[config.mk]
export PLATFORM = sky130hd
export DESIGN_NAME = jtframe_pulse_gen
export DESIGN_NICKNAME = d
export VERILOG_FILES = /design/src/rtl/jtframe_sat_cnt.sv /design/src/rtl/jtframe_pulse_gen.sv
export SDC_FILE = /design/constraint.sdc
export NUM_CORES = 1
export LEC_CHECK = 0
export ABC_AREA = 1
export CORE_MARGIN = 4
export CORE_UTILIZATION = 45
export DETAILED_ROUTE_END_ITERATION = 12
export PLACE_DENSITY = 0.8
export SLEW_MARGIN = 20
export SYNTH_ARGS = -nofsm -noshare
export SYNTH_HDL_FRONTEND = slang
export SYNTH_SLANG_ARGS = --single-unit
[constraint.sdc]
create_clock -name clk -period 1.55 [get_ports clk]
set_input_delay 0.3875 -clock clk [delete_from_list [all_inputs] [get_ports clk]]
set_output_delay 0.3875 -clock clk [all_outputs]
set_load 0.03 [all_outputs]
[src/rtl/jtframe_sat_cnt.sv]
// Up/down saturating counter: clr wins, inc and dec together cancel,
// inc holds at all-ones and dec holds at zero.
`timescale 1ns/1ps
module jtframe_sat_cnt #(
  parameter int W = 3
) (
  input  logic         rst,
  input  logic         clk,
  input  logic         inc,
  input  logic         dec,
  input  logic         clr,
  output logic [W-1:0] cnt,
  output logic         full
);

  assign full = &cnt;

  always_ff @(posedge clk or posedge rst) begin
    if (rst) begin
      cnt <= '0;
    end else if (clr) begin
      cnt <= '0;
    end else if (inc && !dec && !full) begin
      cnt <= cnt + 1'b1;
    end else if (dec && !inc && (cnt != '0)) begin
      cnt <= cnt - 1'b1;
    end
  end

endmodule

[src/rtl/jtframe_pulse_gen.sv]
// Event-to-pulse transmitter: queues single-cycle requests and replays each
// as a PW-wide pulse followed by a GAP-wide inactive time, timed in cen ticks.
`timescale 1ns/1ps
module jtframe_pulse_gen #(
  parameter int PW  = 4,
  parameter int GAP = 4,
  parameter int QW  = 3,
  parameter int POL = 1
) (
  input  logic          rst,
  input  logic          clk,
  input  logic          cen,
  input  logic          req,
  input  logic          flush,
  output logic          pout,
  output logic          busy,
  output logic [QW-1:0] pending,
  output logic          ovf
);

  localparam int TMAX = (PW > GAP) ? PW : GAP;
  localparam int TW   = (TMAX > 1) ? $clog2(TMAX) : 1;
  localparam logic ACT = POL[0];
  localparam logic [TW-1:0] PW_LD  = TW'(PW - 1);
  localparam logic [TW-1:0] GAP_LD = TW'(GAP - 1);

  if (PW < 1 || PW > 255 || GAP < 1 || GAP > 255 || QW < 1) begin : g_bad_params
    $error("jtframe_pulse_gen: PW and GAP must be 1..255 and QW at least 1");
  end

  typedef enum logic [1:0] {
    ST_IDLE = 2'd0,
    ST_HIGH = 2'd1,
    ST_GAP  = 2'd2
  } state_t;

  state_t        state;
  logic [TW-1:0] timer;
  logic          full;
  logic          start;

  // A start consumes one queued event in the same cycle a new req may land.
  assign start = cen && (state == ST_IDLE) && (pending != '0);

  jtframe_sat_cnt #(.W(QW)) u_pending (
    .rst  (rst),
    .clk  (clk),
    .inc  (req),
    .dec  (start),
    .clr  (flush),
    .cnt  (pending),
    .full (full)
  );

  always_ff @(posedge clk or posedge rst) begin
    if (rst) begin
      ovf <= 1'b0;
    end else if (flush) begin
      ovf <= 1'b0;
    end else if (req && full && !start) begin
      ovf <= 1'b1;
    end
  end

  // Flush does not touch the FSM: a running pulse always finishes with its gap.
  always_ff @(posedge clk or posedge rst) begin
    if (rst) begin
      state <= ST_IDLE;
      timer <= '0;
      pout  <= ~ACT;
      busy  <= 1'b0;
    end else if (cen) begin
      case (state)
        ST_IDLE: begin
          if (pending != '0) begin
            state <= ST_HIGH;
            timer <= PW_LD;
            pout  <= ACT;
            busy  <= 1'b1;
          end
        end
        ST_HIGH: begin
          if (timer == '0) begin
            state <= ST_GAP;
            timer <= GAP_LD;
            pout  <= ~ACT;
          end else begin
            timer <= timer - 1'b1;
          end
        end
        ST_GAP: begin
          if (timer == '0) begin
            state <= ST_IDLE;
            busy  <= 1'b0;
          end else begin
            timer <= timer - 1'b1;
          end
        end
        default: begin
          state <= ST_IDLE;
          timer <= '0;
          pout  <= ~ACT;
          busy  <= 1'b0;
        end
      endcase
    end
  end

endmodule
==> metrics.txt <==
status=finished with violations; failing checks=setup timing; Pins Over Slew Limit=0; vias per cell=between 5 and 6; Mapped Nets=a little under 90; Syn Inst Count=~80; count of unique library cells instantiated by Yosys=21; Die Span Y=approximately 46 um; CTS clock-pin slew for the worst setup and hold paths=0.06 ns; FP Rows=13; Syn. warnings=0; EDFF count, synth=0; antenna viol nets, final=0; final hold violation count=0; initial antenna violation count=0; H-Tree Depth=1; Via Count=~600; design area=between 900 and 1000 um2; crit path capture type=flop; Worst Max-Slew Pin Slew=0.407 ns; final setup vio count=1; compound-cell area share of the yosys netlist=0.112; buffers and inverters on the worst path=2; Avg Synthesized Cell Area=8.03 um2; total power=~1.7 mW; Seq/Total Area, Yosys=0.385; part of the power in the clock network=0.114; DRT Pass-1 Iters=4; worst-case clock buffer depth=2; Die Area=about 2100 um2; GRT Residual Overflow=0; Clk Tree Root Cell=clkbuf_4; fin crit share=1.04; Worst Skew=between 0.003 and 0.004 ns; Post-Syn Area=between 600 and 700 um2; Ports=11; CTS buffer count=3; CP top delay family=adder cells; CP Cell Sequence=inv_2, nand2_4, nor2_4, nand2_4, nand3_4, inv_2, fa_2, nor2_1, nand2_1, o21ai_1; Crit-path slowest cell=fa_2; final setup TNS=-0.0550 ns; CTS tree=yes; chip width=46.0 um; Worst path max stage delay=0.52 ns; first-pass GRT wire length=between 2 and 3 mm; DP Wirelength=about 1.2 mm; Max IR drop VDD=1070 uV; pwr dens=between 1500 and 2000 nW/um2; Net Sw Power=slightly below 0.8 mW; adder-cell share of the synthesized area=0.0500; Routed WL per cell=12.2 um; Hold WS=~0.40 ns; Clock Latency Late Sink=between 0.2 and 0.3 ns; Buffers on Ports=10; clk sinks=10; Post-route DRC=0; Net count, final=between 100 and 150; HP Class=primary input to async pin; multiplexer share of the synthesized area=0; DP Area=between 800 and 900 um2; Fillers=between 100 and 150; initial DRC count=7; CP max FO=2; Period minus WS final=1.60 ns; ant diodes=0; Sw Ratio=0.465; Achievable Freq=623 MHz; post-layout util=0.677; unrepaired setup endpoints after global routing=yes; Simple-Gate Fraction of Synth Area=0.348; Placed Instances=between 100 and 150; Area Overhead vs Synth=38.8%; sequential group share of total power=0.267; largest family of logic cells by synthesized area=simple AND/OR/NAND/NOR gates; Seq cells post-synth=10; worst setup margin=-0.0550 ns; data required time of the worst path=about 1.7 ns; P_leak=between 0.4 and 0.5 nW; placeable core area=1330 um2; non-filler cells, final=approximately 120; drt total wl=roughly 1.5 mm; Place WS=-0.463 ns; Max-cap violations=0; vias in the first global route=between 600 and 700; Post-synth top flop=dfrtp_1; combinational fraction of design power=0.619; GRT Util Overall=0.176; Crit path arrival time=1.76 ns; Synth Area in XOR/XNOR=0; critical path launch point type=flop; Async SR Flop Fraction=1.00; global placement routability congestion=roughly 0.85; crit path kind=flop to flop; number of hold buffers added after CTS=0; share of layout cells above drive strength 1=0.380; P_int=about 0.89 mW; Slew HR=0.728; initial core utilization=0.488; largest net degree at the start of global routing=11
-- cells in the mapped netlist, types with 2 or more instances --
cell	instances	area, um2
a21oi_1	3	15.0
dfrtp_1	10	250
inv_1	11	41.3
inv_2	5	18.8
nand2_1	12	45.0
nand2_4	2	22.5
nand3_1	5	25.0
nand3_4	2	35.0
nand4_1	3	18.8
nor2_1	10	37.5
nor3_1	2	10.0
o21ai_0	3	15.0
o21ai_1	5	25.0
-- flip-flops by register name (all words and copies together) (netlist names) --
name           flops
u_pending.cnt      3
state              2
timer              2
busy               1
ovf                1
pout               1
-- per-layer routing --
metal / vias up / share of wire / track usage
li1: 320 / - / -
met1: 281 / 0.42 / 0.199
met2: 13 / 0.52 / 0.310
met3: 3 / 0.036 / 0.0277
met4: 0 / 0.017 / 0.0909
met5: - / 0 / 0
-- path summary, 6_finish.rpt --
| path | from | end | slack, ns | depth (start not counted) |
|---|---|---|---|---|
| setup / recovery | state[1] | u_pending.cnt[1] | -0.05 | 10 |
| hold / removal | rst | busy | 0.40 | 2 |
| setup reg to reg | state[1] | u_pending.cnt[1] | -0.05 | 10 |
| hold reg to reg | pout | pout | 0.48 | 2 |
| max in group asynchronous | rst | u_pending.cnt[2] | 0.84 | 2 |
| min in group clk | pout | pout | 0.48 | 2 |
-- power groups by stage --
| stage | Clock (mW) | Combinational, mW | Sequential, mW |
|---|---|---|---|
| 6_report | 0.190 | 1.03 | 0.444 |
| 5_1_grt | 0.208 | 1.14 | 0.457 |
| 4_1_cts | 0.197 | 0.974 | 0.445 |
| 3_5_place_dp | 0 | 0.975 | 0.451 |
| 3_3_place_gp | 0 | 0.953 | 0.445 |
| 2_1_floorplan | 0 | 0.523 | 0.558 |
-- timing repair --
action / in CTS / in global routing
buffers inserted: 2 / 2
gates resized for setup: 10 / 3
pin swaps: 4 / 6
endpoints found under the setup margin: 8 / 3
-- cells by family (layout without fill, tap and decap cells) --
logic type      after synthesis  after routing
simple gates                 39             39
buf+inv                      17             44
fa+ha+maj                     2              2
compound gates               13             13
flops                        10             10
-- area by class of cell --
class	count	area, um2	share of cell area
Clock buffer	4	26.3	0.0291
Timing Repair Buffer	23	189	0.209
Multi-Input combinational cell	54	344	0.381
Inverter	17	71.3	0.0789
Sequential cell	10	254	0.281
Tap cell	15	18.8	0.0208
-- cells in the final DEF (no fill, tap or decap), types with 5 or more instances in the layout --
| cell type | Yosys | final |
|---|---|---|
| o21ai_1 | 5 | 5 |
| dfrtp_1 | 10 | 7 |
| inv_1 | 11 | 7 |
| inv_2 | 5 | 8 |
| buf_4 | 0 | 13 |
| nor2_1 | 10 | 10 |
| dlygate4sd2_1 | 0 | 7 |
| nand2_1 | 12 | 12 |
Power figures use the tool's default switching activity.
